<file path="config.mk">
export PLATFORM = sky130hd
export DESIGN_NAME = pll_reset_sequencer
export DESIGN_NICKNAME = d
export VERILOG_FILES = /design/src/rtl/pll_reset_sequencer.sv
export SDC_FILE = /design/constraint.sdc
export NUM_CORES = 1
export LEC_CHECK = 0
export ABC_AREA = 0
export BUFFER_PORTS_ARGS = -buffer_cell sky130_fd_sc_hd__clkbuf_2
export CAP_MARGIN = 10
export CORE_MARGIN = 8
export CORE_UTILIZATION = 28
export DETAILED_ROUTE_END_ITERATION = 8
export PLACE_DENSITY = 0.56
export SYNTH_ARGS = -nofsm -noshare
export SYNTH_HDL_FRONTEND = slang
export SYNTH_SLANG_ARGS = --single-unit
</file>
<file path="constraint.sdc">
create_clock -name clk -period 3.2 [get_ports clk]
set_input_delay 0.48 -clock clk [delete_from_list [all_inputs] [get_ports clk]]
set_output_delay 0.48 -clock clk [all_outputs]
set_load 0.02 [all_outputs]
</file>
<file path="src/rtl/pll_reset_sequencer.sv">
// Brings an rPLL out of reset, qualifies its lock, then releases the downstream reset.
// Retries on lock timeout, faults when retries run out, and re-sequences on ODSEL changes.
module pll_reset_sequencer #(
    parameter int         RST_CYCLES    = 16,
    parameter int         STABLE_CYCLES = 1024,
    parameter int         LOCK_TIMEOUT  = 65535,
    parameter int         MAX_RETRY     = 3,
    parameter logic [5:0] ODSEL_INIT    = 6'd0
) (
    input  logic       clk,
    input  logic       reset,
    input  logic       pll_lock,
    output logic       pll_reset,
    output logic [5:0] pll_odsel,
    input  logic       cfg_req,
    input  logic [5:0] cfg_odsel,
    output logic       cfg_ack,
    output logic       sys_reset,
    output logic       ready,
    output logic       fault,
    output logic [3:0] retry_count
);

    // One shared phase counter, wide enough for the longest of the three intervals.
    localparam int MAX_A   = (RST_CYCLES > STABLE_CYCLES) ? RST_CYCLES : STABLE_CYCLES;
    localparam int MAX_CNT = (MAX_A > LOCK_TIMEOUT) ? MAX_A : LOCK_TIMEOUT;
    localparam int CW      = $clog2(MAX_CNT + 1);

    localparam logic [CW-1:0] RST_LAST     = CW'(RST_CYCLES - 1);
    localparam logic [CW-1:0] STABLE_LAST  = CW'(STABLE_CYCLES - 1);
    localparam logic [CW-1:0] TIMEOUT_LAST = CW'(LOCK_TIMEOUT - 1);
    localparam logic [4:0]    RETRY_LIMIT  = 5'(MAX_RETRY);

    typedef enum logic [2:0] {
        ST_PLLRST,
        ST_WAIT,
        ST_STABLE,
        ST_RUN,
        ST_FAULT
    } state_t;

    state_t        state;
    logic [CW-1:0] cnt;
    logic          lock_meta;
    logic          lock_s;
    logic [4:0]    retry_inc;

    // Extra bit lets MAX_RETRY=15 still fault even though retry_count saturates at 15.
    assign retry_inc = {1'b0, retry_count} + 5'd1;

    always_ff @(posedge clk or posedge reset) begin
        if (reset) begin
            state       <= ST_PLLRST;
            cnt         <= '0;
            lock_meta   <= 1'b0;
            lock_s      <= 1'b0;
            pll_reset   <= 1'b1;
            sys_reset   <= 1'b1;
            ready       <= 1'b0;
            fault       <= 1'b0;
            cfg_ack     <= 1'b0;
            retry_count <= 4'd0;
            pll_odsel   <= ODSEL_INIT;
        end else begin
            lock_meta <= pll_lock;
            lock_s    <= lock_meta;
            cfg_ack   <= 1'b0;
            cnt       <= cnt + CW'(1);
            case (state)
                ST_PLLRST: begin
                    if (cnt == RST_LAST) begin
                        state     <= ST_WAIT;
                        cnt       <= '0;
                        pll_reset <= 1'b0;
                    end
                end
                ST_WAIT: begin
                    if (lock_s) begin
                        state <= ST_STABLE;
                        cnt   <= '0;
                    end else if (cnt == TIMEOUT_LAST) begin
                        cnt         <= '0;
                        pll_reset   <= 1'b1;
                        retry_count <= retry_inc[4] ? 4'd15 : retry_inc[3:0];
                        if (retry_inc > RETRY_LIMIT) begin
                            state <= ST_FAULT;
                            fault <= 1'b1;
                        end else begin
                            state <= ST_PLLRST;
                        end
                    end
                end
                ST_STABLE: begin
                    if (!lock_s) begin
                        state <= ST_WAIT;
                        cnt   <= '0;
                    end else if (cnt == STABLE_LAST) begin
                        state       <= ST_RUN;
                        cnt         <= '0;
                        sys_reset   <= 1'b0;
                        ready       <= 1'b1;
                        retry_count <= 4'd0;
                    end
                end
                // A configuration request outranks a simultaneous lock loss.
                ST_RUN, ST_FAULT: begin
                    cnt <= '0;
                    if (cfg_req) begin
                        state       <= ST_PLLRST;
                        pll_odsel   <= cfg_odsel;
                        cfg_ack     <= 1'b1;
                        retry_count <= 4'd0;
                        fault       <= 1'b0;
                        pll_reset   <= 1'b1;
                        sys_reset   <= 1'b1;
                        ready       <= 1'b0;
                    end else if (state == ST_RUN && !lock_s) begin
                        state     <= ST_PLLRST;
                        pll_reset <= 1'b1;
                        sys_reset <= 1'b1;
                        ready     <= 1'b0;
                    end
                end
                default: begin
                    state     <= ST_PLLRST;
                    cnt       <= '0;
                    pll_reset <= 1'b1;
                    sys_reset <= 1'b1;
                    ready     <= 1'b0;
                end
            endcase
        end
    end

endmodule

</file>
==> flow_metrics.py, run 1 <==
metrics = {
    "outcome": {
        "status": "complete, no violations",
    },
    "final_layout": {
        "post-route-util_pct": 32.7,
        "fill_cells": 689,
        "n_antenna_cell": 0,
        "drive_above_1_share_pct": 23.7,
        "syn_to_final_growth_pct": 13.7,
        "register_area_um2": 903,
        "multi_input_area_um2": 935,
        "final_area_um2": 2200,
        "layout.nets": 232,
    },
    "power": {
        "p_clk_share_pct": 21.2,
        "p_seq_share_pct": 39.0,
        "power_switching_uw": 759,
        "ir_drop_mv": 0.252,
        "p_total_mw": 1.87,
        "switching_share_pct": 40.7,
        "p_int_mw": 1.11,
        "power_frac_comb_pct": 39.8,
        "powerDensity_nw_per_um2": 849,
        "power_leakage_nw": 0.967,
    },
    "critical_path": {
        "cpPeakStageDelay_ps": 560,
        "cp-start-kind": "flop",
        "crit_slowest_cell": "o31ai_1",
        "cp_cell_sequence": "ha_1 > and3_1 > nand3_1 > o31ai_1 > and2_2 > mux2_2",
        "required_ps": 3370,
        "crit_type": "flop to flop",
        "cp-end-kind": "flop",
        "crit_arrival_ps": 2600,
        "cp_max_fo": 5,
    },
    "routing": {
        "drt-total-wl_um": 4100,
        "drtPass1Iterations": 4,
        "drtIter0Drc": 68,
        "vias_per_cell": 4.95,
        "drc": 0,
        "avgRoutedWirePerCell_um": 13.7,
        "vias": 1480,
        "ant_nets": 0,
    },
    "timing": {
        "min_period_ps": 2430,
        "fmax_mhz": 412,
        "skew_ps": 3.24,
        "slew-limit-headroom_pct": 42.0,
        "final_max_slew_viol_count": 0,
        "rsz0062_at_grt": "false",
        "timing_hold_violations_final": 0,
        "setup-violations-final": 0,
        "worstMarginPinSlew_ps": 869,
        "fin_setup_tns_ps": 0,
        "fin_crit_sh_pct": 75.9,
    },
    "yosys": {
        "synth_edf_count": 0,
        "muxShareOfSynthArea_pct": 4.66,
        "synth_area_leader_cell": "dfrtp_1",
        "synth_fp_nets": 208,
        "ys_seq_elements": 36,
        "synth_common_cells": "dfrtp_1 (34), nor2_1 (27), nand2_1 (14), nand3_1 (13), a21oi_1 (11)",
        "seq_area_frac_synth_pct": 46.8,
        "synth-xor-area-share_pct": 6.35,
        "synthCells": 194,
        "synth.yosys.warnings": 0,
        "synth_compound_area_share_pct": 12.2,
        "synthSimpleGateAreaFrac_pct": 22.5,
        "yosysUniqueCellTypes": 43,
        "synth_top_area_share_pct": 44.0,
        "synth.area.top_cells": "dfrtp_1 (44%), nor2_1 (5.2%), mux2_2 (4.7%)",
        "synthAdderAreaFrac_pct": 2.59,
        "synth.most_common_cell": "dfrtp_1",
        "synth_area_um2": 1930,
        "avgSynthCellArea_um2": 9.96,
        "synth-async-reset-ratio_pct": 100,
        "ys_dominant_reg_cell": "dfrtp_1",
        "synth_top_family_by_area": "simple AND/OR/NAND/NOR gates",
    },
    "die": {
        "core_area_um2": 6720,
        "initial_core_util_pct": 28.8,
        "die_x_um": 99.1,
        "core.rowCount": 30,
        "die_area_um2": 9810,
        "io-pin-count": 25,
        "die_h_um": 99.1,
    },
    "placement": {
        "placed_cell_area_um2": 2080,
        "place_hpwl_um": 3090,
        "gp_congestion": 0.816,
        "io_buffers": 24,
    },
    "clock_tree": {
        "clock_path_buffers": 2,
        "clock_latency_ps": 280,
        "cts_buffers": 5,
        "cts.hold.buffers_added": 0,
        "htree_levels": 2,
        "cts_resized": 0,
        "path_clk_slew_ps": 70,
        "cts-root-buf": "clkbuf_8",
        "cts.sinks": 36,
        "cts_tree": "done",
        "cts_setup_buffers": 0,
    },
    "global_routing": {
        "grt_pass1_wl_um": 7200,
        "grt_max_degree": 25,
        "grt_usage_pct": 8.89,
        "grt_pass1_vias": 1573,
        "antenna_found_initial": 0,
        "grt-ovfl-total": 0,
    },
    "flow_run": {
        "maxCapViolations": 0,
    },
    "worst_hold_path": {
        "hp-class": "primary input to flop",
    },
}
## per-layer routing
metal	up-vias	global-route usage, %	wire, um
met5	-	0	0
li1	746	-	-
met2	28	14.8	1920
met3	7	2.54	174
met4	0	3.38	63
met1	699	10.6	1950
## through the flow
stage | instances | setup slack (ps) | hold WS, ps
after floorplan | 194 | 1210 | 331
after global placement | 291 | 801 | 333
after detailed placement | 291 | 806 | 335
after CTS | 299 | 781 | 285
after global routing | 299 | 582 | 279
final | 299 | 770 | 299
## power groups by stage
stage	Clock (mW)	Combinational, mW	Sequential, mW
2_1_floorplan	0	0.544	0.775
3_3_place_gp	0	0.752	0.733
3_5_place_dp	0	0.753	0.735
4_1_cts	0.409	0.755	0.726
5_1_grt	0.430	0.839	0.752
6_report	0.395	0.742	0.728
## cell families (layout without fill, tap and decap cells)
family / Yosys count / count (layout)
xor+xnor: 14 / 14
simple gates: 82 / 82
flops: 36 / 36
compound gates: 37 / 37
fa+ha+maj: 4 / 4
buf+inv: 13 / 38
mux: 8 / 8
## cells in the final DEF (no fill, tap or decap), types with 2 or more instances in the layout
master	Yosys	layout
o21ai_0	9	9
nor4_1	7	7
a31oi_1	3	3
a22o_1	2	2
xor2_1	9	9
clkbuf_2	1	24
nor3_1	4	4
dfrtp_1	34	34
nor2_1	27	27
nand4_1	4	4
ha_1	4	4
o31ai_1	2	2
xnor2_1	5	5
a21boi_0	2	2
dfstp_2	2	2
clkbuf_8	2	5
inv_1	5	5
mux2_2	8	8
and3_1	3	3
nand3_1	13	13
nand2_1	14	14
a21oi_1	11	11
## final cells by class
type                            instances  area share (%)
Inverter                                5           0.855
Clock buffer                            5            3.13
Sequential cell                        36            41.1
Clock inverter                          3            1.94
Multi-Input combinational cell        145            42.6
Tap cell                               80            4.56
Timing Repair Buffer                   25            5.81
## worst max-delay path: cells and delay by family (launching register included)
kind | cells | cell delay [ps]
AO/OA/AOI/OAI | 1 | 560
adder cells (fa/ha/maj) | 1 | 220
AND/OR/NAND/NOR | 3 | 790
multiplexers | 1 | 330
flip-flops | 1 | 410
## sequential cells by signal, indices dropped and copies added, names as in the netlist
register	count
cnt	16
pll_odsel	6
retry_count	4
state	3
cfg_ack	1
fault	1
lock_meta	1
lock_s	1
pll_reset	1
ready	1
sys_reset	1
## final timing paths
| path | endpoint | startpoint | slack (ps) | cells past startpoint |
|---|---|---|---|---|
| worst max-delay path | retry_count[1] | cnt[0] | 770 | 6 |
| worst min-delay path | lock_meta | pll_lock | 300 | 1 |
| worst max register to register | retry_count[1] | cnt[0] | 770 | 6 |
| worst min register to register | lock_s | lock_meta | 350 | 0 |
| max in group asynchronous | sys_reset | reset | 2070 | 3 |
| min in group asynchronous | pll_odsel[5] | reset | 350 | 2 |
(Power assumes the default switching activity.)
==> run 2: changes to the inputs <==
--- a/config.mk
+++ b/config.mk
@@ -5,13 +5,13 @@
 export SDC_FILE = /design/constraint.sdc
 export NUM_CORES = 1
 export LEC_CHECK = 0
-export ABC_AREA = 0
+export ABC_AREA = 1
 export BUFFER_PORTS_ARGS = -buffer_cell sky130_fd_sc_hd__clkbuf_2
 export CAP_MARGIN = 10
 export CORE_MARGIN = 8
 export CORE_UTILIZATION = 28
 export DETAILED_ROUTE_END_ITERATION = 8
-export PLACE_DENSITY = 0.56
+export PLACE_DENSITY = 0.55
 export SYNTH_ARGS = -nofsm -noshare
 export SYNTH_HDL_FRONTEND = slang
 export SYNTH_SLANG_ARGS = --single-unit
==> constraint.sdc (replaced) <==
create_clock -name clk -period 2.35 [get_ports clk]
set_input_delay 0.3525 -clock clk [delete_from_list [all_inputs] [get_ports clk]]
set_output_delay 0.3525 -clock clk [all_outputs]
set_load 0.02 [all_outputs]
==> flow_metrics.py, run 2 <==
metrics = {
    "critical_path": {
        "cp-end-kind": "flop",
        "cp_cell_sequence": "ha_1 > nand3_1 > nor2_1 > nand2_1 > nand2_1 > nand3_2 > and3_1",
        "rrSetupSlack_ps": 550,
        "r2r_start": "cnt[0]",
        "rr_endpoint": "cnt[3]",
        "cpPeakStageDelay_ps": 390,
        "cp.depth": 7,
        "crit_slowest_cell": "dfrtp_1",
        "crit_arrival_ps": 1980,
        "setup.worst_path.start": "cnt[0]",
        "crit_path_end": "cnt[3]",
        "crit_family": "simple AND/OR/NAND/NOR gates",
        "crit_type": "flop to flop",
        "required_ps": 2530,
        "cp-start-kind": "flop",
        "crit_buf_inv": 0,
        "cpMostUsedCell": "nand2_1",
        "cp_max_fo": 14,
        "r2r.worst_path.cells": 7,
    },
    "placement": {
        "place_ws_ps": 539,
        "io_buffers": 24,
        "place_hpwl_um": 3340,
        "gp_congestion": 0.802,
        "placed_cell_area_um2": 2280,
        "place_inst": 402,
    },
    "final_layout": {
        "fill_cells": 787,
        "regMostFlops": "cnt",
        "syn_to_final_growth_pct": 16.7,
        "multi_input_area_um2": 957,
        "register_area_um2": 903,
        "post-route-util_pct": 33.3,
        "drive_above_1_share_pct": 17.0,
        "largest_register_ffs": 16,
        "fin_cells": 410,
        "layout_common_cells": "nand2_1 (89), inv_1 (43), dfrtp_1 (34), nor2_1 (29), nand3_1 (27)",
        "final_common_cell": "nand2_1",
        "n_antenna_cell": 0,
        "final_area_um2": 2370,
        "layout.nets": 324,
        "reg.largest.list": "cnt: 16 flops, pll_odsel: 6 flops, retry_count: 4 flops",
    },
    "yosys": {
        "synth_fp_nets": 292,
        "synth_common_cells": "nand2_1 (89), inv_1 (43), dfrtp_1 (34), nor2_1 (29), nand3_1 (27)",
        "synth_compound_area_share_pct": 4.92,
        "synthSimpleGateAreaFrac_pct": 38.4,
        "synth-xor-area-share_pct": 1.29,
        "avgSynthCellArea_um2": 7.31,
        "ys_dominant_reg_cell": "dfrtp_1",
        "synth.area.top_cells": "dfrtp_1 (42%), nand2_1 (16%), inv_1 (7.9%)",
        "ys_seq_elements": 36,
        "seq_area_frac_synth_pct": 44.4,
        "synthCells": 278,
        "synth_area_leader_cell": "dfrtp_1",
        "synthAdderAreaFrac_pct": 2.46,
        "yosysUniqueCellTypes": 27,
        "muxShareOfSynthArea_pct": 0,
        "synth-async-reset-ratio_pct": 100,
        "synth_area_um2": 2030,
        "synth_edf_count": 0,
        "synth.yosys.warnings": 0,
        "synth_top_area_share_pct": 41.8,
        "synth_top_family_by_area": "simple AND/OR/NAND/NOR gates",
        "synth.most_common_cell": "nand2_1",
    },
    "power": {
        "powerDensity_nw_per_um2": 1110,
        "power_leakage_nw": 1.34,
        "ir_drop_mv": 0.380,
        "p_total_mw": 2.63,
    },
    "clock_tree": {
        "clock_path_buffers": 2,
        "cts_buffers": 5,
        "cts.sinks": 36,
        "clock_latency_ps": 290,
        "htree_levels": 2,
        "cts_tree": "done",
        "cts_setup_buffers": 0,
        "cts-root-buf": "clkbuf_8",
        "path_clk_slew_ps": 80,
        "cts.hold.buffers_added": 0,
        "cts_resized": 0,
    },
    "outcome": {
        "status": "complete, no violations",
    },
    "routing": {
        "avgRoutedWirePerCell_um": 10.7,
        "drtPass1Iterations": 4,
        "vias_per_cell": 4.32,
        "drtIter0Drc": 100,
        "drc": 0,
        "drt-total-wl_um": 4390,
        "vias": 1770,
        "ant_nets": 0,
    },
    "die": {
        "initial_core_util_pct": 28.5,
        "die_x_um": 101,
        "core.rowCount": 31,
        "die_area_um2": 10200,
        "io-pin-count": 25,
        "core_area_um2": 7140,
        "die_h_um": 101,
    },
    "timing": {
        "skew_ps": 7.68,
        "final_max_slew_viol_count": 0,
        "timing_hold_violations_final": 0,
        "layout_setup_ws_ps": 553,
        "fin_setup_tns_ps": 0,
        "fin_crit_sh_pct": 76.5,
        "fmax_mhz": 556,
        "setup-violations-final": 0,
        "min_period_ps": 1800,
        "rsz0062_at_grt": "false",
        "hold-worst-slack_ps": 124,
        "slew-limit-headroom_pct": 69.9,
        "worstMarginPinSlew_ps": 452,
    },
    "global_routing": {
        "antenna_found_initial": 0,
        "grt_max_degree": 37,
        "grt_pass1_wl_um": 7840,
        "grt_usage_pct": 9.58,
        "grt_pass1_vias": 1740,
        "grt-ovfl-total": 0,
    },
    "flow_run": {
        "maxCapViolations": 0,
    },
    "worst_hold_path": {
        "hp-class": "primary input to async pin",
    },
}
==> run 2: cell families after synthesis <==
kind of cell,Yosys count
simple gates,175
buf+inv,44
flops,36
compound gates,16
fa+ha+maj,4
xor+xnor,3
==> run 2: area by class of cell <==
cell class / count / area share (%)
timing repair buffer: 26 / 5.69
tap: 99 / 5.22
sequential: 36 / 38.1
multi-input combinational: 198 / 40.3
clock buffer: 5 / 2.90
clock inverter: 3 / 1.00
inverter: 43 / 6.80
==> run 2: worst min-delay path by stage <==
stage | slack [ps] | endpoint | cells past startpoint
finish | 120 | pll_odsel[4] | 3
global route | 150 | lock_meta | 1
CTS | 150 | pll_odsel[4] | 3
detailed placement | 330 | lock_s | 0
global placement | 330 | lock_s | 0
floorplan | 330 | lock_s | 0
==> run 2: power by group <==
group | switching [mW] | total [mW] | internal [mW] | leakage (nW)
clock | 0.244 | 0.454 | 0.210 | 0.0404
combinational | 0.829 | 1.23 | 0.403 | 0.829
sequential | 0.146 | 0.945 | 0.799 | 0.471
==> run 2: routing by layer <==
layer  wire [um]  vias up  global-route usage, %
met4          80        0                   4.12
met2        2060       20                   15.3
met1        2090      810                   12.0
li1            -      933                      -
met5           0        -                      0
met3         147        7                   2.34
==> run 2: tightest hold or removal path: cells and delay by family <==
| kind | cells | cell delay (ps) |
|---|---|---|
| buffers and inverters | 3 | 510 |
